===== src/rtl/i2c_pkg.sv =====
// Shared definitions for the I2C master: FSM states, quarter-phase encoding
// and the 7-bit slave address width.
package i2c_pkg;

    localparam int ADDR_BITS = 7;

    typedef enum logic [2:0] {
        IDLE,
        START,
        ADDR,
        ADDR_ACK,
        DATA,
        DATA_ACK,
        STOP,
        DONE
    } state_t;

    // Q0: SCL low, SDA changes; Q1-Q2: SCL high; Q3: SCL low.
    typedef enum logic [1:0] {
        Q0,
        Q1,
        Q2,
        Q3
    } phase_t;

endpackage


===== src/rtl/i2c_clk_gen.sv =====
// Quarter-phase timebase for the I2C master: a tick on the last clk cycle of
// each CLK_DIV-long quarter, plus the index of the current quarter.
module i2c_clk_gen
    import i2c_pkg::*;
#(
    parameter int CLK_DIV = 4
) (
    input  logic   clk,
    input  logic   reset,
    input  logic   run,
    input  logic   hold,
    output logic   tick,
    output phase_t phase
);

    localparam int CW = $clog2(CLK_DIV);

    logic [CW-1:0] cnt;
    logic          stall;

    // A stretching slave freezes the timebase only while SCL should be high (Q1).
    assign stall = hold && (phase == Q1);
    assign tick  = run && !stall && (cnt == CW'(CLK_DIV - 1));

    always_ff @(posedge clk or negedge reset) begin
        if (!reset) begin
            cnt   <= '0;
            phase <= Q0;
        end else if (!run) begin
            cnt   <= '0;
            phase <= Q0;
        end else if (tick) begin
            cnt   <= '0;
            phase <= phase_t'(phase + 2'd1);
        end else if (!stall) begin
            cnt <= cnt + 1'b1;
        end
    end

endmodule


===== src/rtl/i2c_master_ctrl.sv =====
// Single-transaction I2C master: START, address+rw, MESSAGE_LENGTH/8 data bytes, STOP.
// Optional slave clock stretching is compiled in with I2C_CLK_STRETCH_EN.
module i2c_master_ctrl
    import i2c_pkg::*;
#(
    parameter int MESSAGE_LENGTH = 8,
    parameter int CLK_DIV        = 4
) (
    input  logic                      clk,
    input  logic                      reset,
    input  logic                      start,
    input  logic [ADDR_BITS-1:0]      addr,
    input  logic                      rw,
    input  logic [MESSAGE_LENGTH-1:0] data,
    output logic [MESSAGE_LENGTH-1:0] rdata,
    output logic                      busy,
    output logic                      done,
    output logic                      ack_err,
    output logic                      scl,
    output logic                      sda_oe,
    input  logic                      sda_i,
`ifdef I2C_CLK_STRETCH_EN
    input  logic                      scl_i,
`endif
    output logic [2:0]                fsm_state
);

    localparam int NBYTES = MESSAGE_LENGTH / 8;

    state_t                    state;
    phase_t                    phase;
    phase_t                    next_q;
    logic                      tick;
    logic                      hold;
    logic [7:0]                addr_sr;
    logic [MESSAGE_LENGTH-1:0] tx_sr;
    logic                      rw_q;
    logic                      nack;
    logic                      stop_lead;
    logic [2:0]                bit_cnt;
    logic [1:0]                byte_cnt;
    logic                      last_byte;

`ifdef I2C_CLK_STRETCH_EN
    assign hold = !scl_i;
`else
    assign hold = 1'b0;
`endif

    assign next_q    = phase_t'(phase + 2'd1);
    assign last_byte = (byte_cnt == 2'(NBYTES - 1));
    assign fsm_state = state;

    i2c_clk_gen #(.CLK_DIV(CLK_DIV)) u_clk_gen (
        .clk   (clk),
        .reset (reset),
        .run   (busy),
        .hold  (hold),
        .tick  (tick),
        .phase (phase)
    );

    // Handshake: start is a request taken on any clk edge where busy=0; busy is
    // the not-ready indication and done pulses once as busy falls.
    always_ff @(posedge clk or negedge reset) begin
        if (!reset) begin
            state     <= IDLE;
            scl       <= 1'b1;
            sda_oe    <= 1'b0;
            busy      <= 1'b0;
            done      <= 1'b0;
            ack_err   <= 1'b0;
            rdata     <= '0;
            addr_sr   <= '0;
            tx_sr     <= '0;
            rw_q      <= 1'b0;
            nack      <= 1'b0;
            stop_lead <= 1'b0;
            bit_cnt   <= '0;
            byte_cnt  <= '0;
        end else begin
            done <= 1'b0;
            if (!busy) begin
                if (start) begin
                    addr_sr   <= {addr, rw};
                    tx_sr     <= data;
                    rw_q      <= rw;
                    ack_err   <= 1'b0;
                    stop_lead <= 1'b0;
                    busy      <= 1'b1;
                    scl       <= 1'b1;
                    sda_oe    <= 1'b0;
                    state     <= START;
                end else begin
                    state <= IDLE;
                end
            end else if (tick) begin
                if (phase != Q3) begin
                    if (phase == Q2) begin
                        nack <= sda_i;
                        if (state == DATA && rw_q)
                            rdata <= {rdata[MESSAGE_LENGTH-2:0], sda_i};
                    end
                    case (state)
                        START: begin
                            if (next_q == Q1) sda_oe <= 1'b1;
                            if (next_q == Q3) scl <= 1'b0;
                        end
                        STOP: begin
                            if (!stop_lead) begin
                                if (next_q == Q1) scl <= 1'b1;
                                if (next_q == Q2) sda_oe <= 1'b0;
                            end
                        end
                        default: scl <= (next_q != Q3);
                    endcase
                end else begin
                    scl <= 1'b0;
                    case (state)
                        START: begin
                            state   <= ADDR;
                            bit_cnt <= '0;
                            sda_oe  <= !addr_sr[7];
                            addr_sr <= {addr_sr[6:0], 1'b0};
                        end
                        ADDR: begin
                            if (bit_cnt == 3'd7) begin
                                state  <= ADDR_ACK;
                                sda_oe <= 1'b0;
                            end else begin
                                bit_cnt <= bit_cnt + 3'd1;
                                sda_oe  <= !addr_sr[7];
                                addr_sr <= {addr_sr[6:0], 1'b0};
                            end
                        end
                        ADDR_ACK: begin
                            if (nack) begin
                                state     <= STOP;
                                ack_err   <= 1'b1;
                                stop_lead <= 1'b1;
                                sda_oe    <= 1'b1;
                            end else begin
                                state    <= DATA;
                                bit_cnt  <= '0;
                                byte_cnt <= '0;
                                sda_oe   <= !rw_q && !tx_sr[MESSAGE_LENGTH-1];
                                tx_sr    <= {tx_sr[MESSAGE_LENGTH-2:0], 1'b0};
                            end
                        end
                        DATA: begin
                            if (bit_cnt == 3'd7) begin
                                state  <= DATA_ACK;
                                sda_oe <= rw_q && !last_byte;
                            end else begin
                                bit_cnt <= bit_cnt + 3'd1;
                                sda_oe  <= !rw_q && !tx_sr[MESSAGE_LENGTH-1];
                                tx_sr   <= {tx_sr[MESSAGE_LENGTH-2:0], 1'b0};
                            end
                        end
                        DATA_ACK: begin
                            if (!rw_q && nack) begin
                                state     <= STOP;
                                ack_err   <= 1'b1;
                                stop_lead <= 1'b1;
                                sda_oe    <= 1'b1;
                            end else if (last_byte) begin
                                state  <= STOP;
                                sda_oe <= 1'b1;
                            end else begin
                                state    <= DATA;
                                byte_cnt <= byte_cnt + 2'd1;
                                bit_cnt  <= '0;
                                sda_oe   <= !rw_q && !tx_sr[MESSAGE_LENGTH-1];
                                tx_sr    <= {tx_sr[MESSAGE_LENGTH-2:0], 1'b0};
                            end
                        end
                        STOP: begin
                            // After a NACK the bus idles one bit period (SCL and SDA low) before the STOP edge.
                            if (stop_lead) begin
                                stop_lead <= 1'b0;
                                sda_oe    <= 1'b1;
                            end else begin
                                state  <= DONE;
                                done   <= 1'b1;
                                busy   <= 1'b0;
                                scl    <= 1'b1;
                                sda_oe <= 1'b0;
                            end
                        end
                        default: state <= IDLE;
                    endcase
                end
            end
        end
    end

endmodule

===== config.mk =====
export PLATFORM = sky130hd
export DESIGN_NAME = i2c_master_ctrl
export DESIGN_NICKNAME = d
export VERILOG_FILES = /design/src/rtl/i2c_pkg.sv /design/src/rtl/i2c_clk_gen.sv /design/src/rtl/i2c_master_ctrl.sv
export SDC_FILE = /design/constraint.sdc
export NUM_CORES = 1
export LEC_CHECK = 0
export ABC_AREA = 0
export CAP_MARGIN = 20
export CORE_ASPECT_RATIO = 1.1
export CORE_UTILIZATION = 38
export DETAILED_ROUTE_END_ITERATION = 12
export PLACE_DENSITY = 0.65
export SLEW_MARGIN = 20
export SYNTH_ARGS = -nofsm -noshare
export SYNTH_HDL_FRONTEND = slang
export SYNTH_HIERARCHICAL = 1
export SYNTH_SLANG_ARGS = --single-unit

===== constraint.sdc =====
create_clock -name clk -period 2.3 [get_ports clk]
set_input_delay 0.46 -clock clk [delete_from_list [all_inputs] [get_ports clk]]
set_output_delay 0.46 -clock clk [all_outputs]
set_load 0.005 [all_outputs]

==> results of run 1 <==
==> area by class of cell <==
class | instances | area [um2]
clock buffer | 6 | 72.6
inverter | 11 | 41.3
tap | 80 | 100
timing repair buffer | 44 | 425
clock inverter | 2 | 35.0
fill | 580 | 3160
sequential | 44 | 1100
multi-input combinational | 181 | 1260
==> state kept, by name, indices dropped and copies added (netlist names), 2 cells and up <==
register / count
addr_sr: 8
rdata: 8
tx_sr: 8
bit_cnt: 3
fsm_state: 3
byte_cnt: 2
u_clk_gen/cnt: 2
u_clk_gen/phase: 2
==> cells in the final DEF, fill, tap and decap left out, types with 2 or more instances in the layout <==
master            n
dfrtp_1          43
clkdlybuf4s50_1  34
a21oi_1          23
mux2i_1          19
nand2_1          17
nor2_1           16
nand2b_1         11
mux2_2           10
inv_1             9
o22ai_1           8
buf_4             8
nand3_1           6
ha_1              5
clkbuf_8          5
conb_1            5
a211o_1           3
o211ai_1          3
or3_1             3
a31oi_1           3
or2_2             2
nand4_1           2
nor3_1            2
and3_1            2
inv_2             2
a32o_1            2
and2_1            2
xnor2_1           2
a22oi_1           2
o21a_1            2
o21ai_0           2
nor2b_1           2
o2bb2ai_1         2
a21boi_2          2
==> power groups by stage <==
stage / Sequential (mW) / Combinational, mW / Clock (mW)
floorplan: 1.16 / 1.08 / 0
global route: 1.32 / 1.53 / 0.628
CTS: 1.28 / 1.37 / 0.608
detailed placement: 1.29 / 1.37 / 0
global placement: 1.28 / 1.35 / 0
finish: 1.28 / 1.36 / 0.586
==> metrics by stage <==
step	utilization	area (um2)
5_1_grt	0.490	3040
3_5_place_dp	0.472	2920
4_1_cts	0.489	3030
6_report	0.490	3040
3_3_place_gp	0.472	2920
2_1_floorplan	-	2480
==> per-layer routing <==
layer,global-route usage,vias to the layer above
li1,-,963
met1,0.220,919
met2,0.281,47
met3,0.0316,13
met4,0.0892,0
met5,0,-
==> cell families after synthesis <==
family          count (synthesis)  synth area share
mux                            29             0.123
buf+inv                        25            0.0483
compound gates                 64             0.179
fa+ha+maj                       5            0.0254
flops                          44             0.448
simple gates                   75             0.164
xor+xnor                        3            0.0107
other cells                     1           0.00152
==> worst min-delay path by stage <==
stage | from | to | slack, ns | cells past startpoint
floorplan | reset | ack_err | 0.16 | 0
global placement | reset | byte_cnt[0] | 0.46 | 1
detailed placement | reset | byte_cnt[0] | 0.47 | 1
CTS | reset | byte_cnt[0] | 0.13 | 1
global route | reset | tx_sr[2] | 0.16 | 1
finish | reset | byte_cnt[0] | 0.12 | 1
==> impl_metrics.csv, run 1 <==
group,metric,value,unit
route,viasPerCell,5.28,
floorplan,chipHeight,86.4,um
setup_path,rrSetupSlack,0.22,ns
cts,cts_tree,"yes",
timing,slew_viol_final,0,
placement,place_ws,0.137,ns
route,wl_met2,2490,um
setup_path,arrival,1.65,ns
route,drt-pass1-iter-count,4,
synth,postSynthCellCount,246,
placement,dp.cells,360,
pwr,p_int,2.04,mW
global_routing,track_usage,0.173,
pwr,sw_frac_of_total,0.367,
global_routing,antenna_found_initial,0,
setup_path,critPathBufInv,2,
route,vias,1942,
cts,cts_resized,0,
timing,fmax,473,MHz
cells_and_area,drive_above_1_share,0.132,
synth,yosysSeqAreaShare,0.448,
floorplan,io_pins,36,
synth,ys_warn_count,6,
placement,port_buffers,35,
floorplan,core-area,6190,um2
route,top_layer_used,"met4",
cts,cts_made_buffers,5,
cells_and_area,nets,312,
setup_path,endpoint_kind,"output port",
synth,syn_area,2460,um2
status,status,"complete, no violations",
floorplan,rows,30,
synth,synth.largest_area_cell,"dfrtp_1",
floorplan,start_util,0.397,
cells_and_area,final_cell_count_no_fill,368,
synth,avgSynthCellArea,10.0,um2
setup_path,crit_start,"busy",
route,ant_nets,0,
synth,synth_edf_count,0,
pwr,clkPwrFrac,0.182,
timing,clock_skew,0.00615,ns
route,drc_errors,0,
setup_path,cp-endpoint,"busy",
pwr,p_sw,1.18,mW
placement,place.detailed.hpwl,3790,um
global_routing,grt_max_degree,35,
synth,ys_seq_elements,44,
cells_and_area,syn_to_final_growth,23.4,%
setup_path,worstSetupPathType,"register to output port",
setup_path,cp_top_family,"buffers and inverters",
timing,timing.hold.ws,0.122,ns
pwr,leakage,1.32,nW
pwr,p_per_area,1060,nW/um2
setup_path,cp.depth,2,
cts,post_cts_buffers,0,
setup_path,slowest_delay,0.58,ns
setup_path,cp_slowest_cell,"clkdlybuf4s50_1",
global_routing,grt_pass1_wl,9100,um
timing,timing.final.ws_setup,0.186,ns
setup_path,reg2reg_from,"u_clk_gen/cnt[0]",
pwr,ir_worst_vdd,465,uV
global_routing,overflow,0,
pwr,seqPwrFrac,0.396,
setup_path,start_kind,"register",
synth,synth_common_cells,"43 x dfrtp_1, 23 x a21oi_1, 19 x mux2i_1, 17 x nand2_1, 16 x nor2_1",
floorplan,die-area,6800,um2
min_path,hold_path.class,"primary input to asynchronous set/reset pin",
route,wl_met1,2430,um
cts,clk_pin_slew,0.08,ns
timing,tns,0,ns
setup_path,crit_chain,"buf_4 > clkdlybuf4s50_1",
run,drv_cap,0,
cts,clk_latency,0.30,ns
synth,ys_types,59,
route,totalWireLength,5280,um
route,wl_met3,190,um
floorplan,die_w,78.7,um
setup_path,cp_data_required_time,1.84,ns
global_routing,grt_pass1_vias,1923,
timing,fin_crit_sh,0.919,
cts,cts-root-buf,"clkbuf_8",
cts,clockBufferDepth,2,
timing,rsz0062_at_grt,"false",
setup_path,reg2reg_depth,7,
synth,yosys_most_used_dff,"dfrtp_1",
timing,slew-limit-headroom,0.657,
cts,htree_levels,2,
route,drtIter0Drc,94,
timing,setup-violations-final,0,
synth,yosys-top-cells-area,"dfrtp_1 44%, mux2i_1 7.7%, a21oi_1 4.7%",
timing,tightest_slew,0.514,ns
cts,cts_sinks,44,
pwr,total_power,3.22,mW
placement,gp_congestion,0.908,
cts,cts_hold_buf,0,
timing,period_minus_slack,2.11,ns
synth,synth.most_common_cell,"dfrtp_1",
setup_path,critPathMaxFanout,34,
route,drt-wirelength-per-cell,14.4,um
timing,hold_violations,0,
synth,synth_top_area_share,0.437,
cells_and_area,diodes,0,
pwr,combPwrFrac,0.422,
setup_path,r2r_end,"bit_cnt[0]",
synth,postSynth.asyncResetShare,1.00,
(Power assumes the default switching activity.)
==> run 2: changes to the inputs <==
--- a/config.mk
+++ b/config.mk
@@ -10,7 +10,9 @@
 export CORE_ASPECT_RATIO = 1.1
 export CORE_UTILIZATION = 38
 export DETAILED_ROUTE_END_ITERATION = 12
+export GPL_TIMING_DRIVEN = 0
 export PLACE_DENSITY = 0.65
+export REMOVE_ABC_BUFFERS = 1
 export SLEW_MARGIN = 20
 export SYNTH_ARGS = -nofsm -noshare
 export SYNTH_HDL_FRONTEND = slang
==> impl_metrics.csv, run 2 (same netlist as run 1, synthesis figures left out) <==
group,metric,value,unit
min_path,hold_path.class,"primary input to asynchronous set/reset pin",
route,vias,1939,
cells_and_area,multi_input_area,1280,um2
timing,period_minus_slack,2.18,ns
cts,clk_latency,0.30,ns
setup_path,cp_data_required_time,2.49,ns
cells_and_area,most-common-layout-cells,"42 x dfrtp_1, 34 x clkdlybuf4s50_1, 23 x a21oi_1",
route,ant_nets,0,
placement,gp_congestion,0.882,
cells_and_area,seqCellArea,1110,um2
timing,timing.final.ws_setup,0.121,ns
cts,clk_pin_slew,0.08,ns
timing,rsz0062_at_grt,"false",
route,drtIter0Drc,126,
floorplan,io_pins,36,
global_routing,grt_pass1_vias,1894,
timing,fmax,459,MHz
cts,cts_made_buffers,5,
cells_and_area,largestRegisters,"addr_sr: 8 flops, rdata: 8 flops, tx_sr: 8 flops",
global_routing,top_usage_layer,"met2",
global_routing,grt_pass1_wl,8740,um
setup_path,critPathMaxFanout,36,
cells_and_area,diodes,0,
global_routing,use_met3,0.0316,
pwr,ir_worst_vdd,521,uV
global_routing,grt_max_degree,37,
floorplan,rows,30,
setup_path,endpoint_kind,"register",
placement,place.detailed.hpwl,3580,um
floorplan,die_w,78.7,um
global_routing,met2_usage,0.257,
route,totalWireLength,5180,um
cells_and_area,layout_commonest_cell,"dfrtp_1",
cts,cts_sinks,44,
route,viasPerCell,5.37,
placement,place_ws,-0.277,ns
timing,tns,0,ns
global_routing,overflow,0,
status,status,"complete, no violations",
cells_and_area,syn_to_final_growth,22.5,%
pwr,p_per_area,1060,nW/um2
global_routing,antenna_found_initial,0,
setup_path,start_kind,"register",
timing,fin_crit_sh,0.947,
floorplan,chipHeight,86.4,um
cts,clockBufferDepth,2,
timing,slew_viol_final,0,
setup_path,arrival,2.37,ns
timing,setup-violations-final,0,
cts,cts-root-buf,"clkbuf_8",
floorplan,core-area,6190,um2
cts,htree_levels,2,
cells_and_area,num-fill-cells,597,
route,drt-wirelength-per-cell,14.4,um
global_routing,grt.met1_usage,0.216,
route,drt-pass1-iter-count,4,
route,drc_errors,0,
cells_and_area,nets,305,
placement,port_buffers,35,
floorplan,die-area,6800,um2
timing,clock_skew,0.00661,ns
timing,hold_violations,0,
floorplan,start_util,0.397,
pwr,leakage,1.29,nW
cts,cts_tree,"yes",
run,drv_cap,0,
cells_and_area,drive_above_1_share,0.125,
global_routing,track_usage,0.163,
setup_path,worstSetupPathType,"register to register",
timing,slew-limit-headroom,0.565,
timing,tightest_slew,0.653,ns
==> run 2: cell type report <==
type	instances	area share
Clock inverter	3	0.0141
Clock buffer	5	0.0228
Timing Repair Buffer	37	0.124
Inverter	11	0.0137
Tap cell	80	0.0332
Multi-Input combinational cell	181	0.426
Sequential cell	44	0.367
==> run 2: repair_timing <==
item,CTS,global route
endpoints found under the setup margin,24,16
gates resized for setup,3,4
hold endpoints to repair,0,0
pin swaps,0,1
setup buffers,0,1
hold buffers,0,0
==> run 2: layer usage <==
metal  share of wire  vias to the layer above
li1                -                      961
met1            0.45                      906
met2            0.48                       58
met3           0.043                       14
met4           0.025                        0
met5               0                        -
==> run 2: worst max-delay path, cell delays in order, from the launching register on <==
cell and delay (ns):
dfrtp_4 0.70, and2_4 0.26, nand3_1 0.12, or2_2 0.37, nor2_4 0.25, mux2_2 0.36
==> run 2: power by group <==
group | total, mW | internal, mW | switching [mW]
Sequential | 1.33 | 1.01 | 0.327
Clock | 0.590 | 0.321 | 0.268
Combinational | 1.27 | 0.683 | 0.591
Total | 3.20 | 2.01 | 1.19
==> run 2: per-stage QoR <==
stage	instance area (um2)	hold slack (ns)	power (mW)	instances	utilization
2_1_floorplan	2400	0.164	2.16	236	-
3_3_place_gp	2850	0.477	2.53	351	0.460
3_5_place_dp	2870	0.388	2.58	352	0.463
4_1_cts	2990	0.0551	3.19	360	0.482
5_1_grt	3020	0.0707	3.44	361	0.487
6_report	3020	0.0542	3.20	361	0.487
==> run 2: final timing paths <==
path | start | end | slack [ns] | depth (start not counted)
worst max-delay path | busy | rdata[5] | 0.12 | 5
worst min-delay path | reset | rdata[2] | 0.05 | 1
worst max register to register | busy | rdata[5] | 0.12 | 5
worst min register to register | ack_err | ack_err | 0.50 | 1
max in group asynchronous | reset | scl | 1.69 | 2
min in group clk | ack_err | ack_err | 0.50 | 1
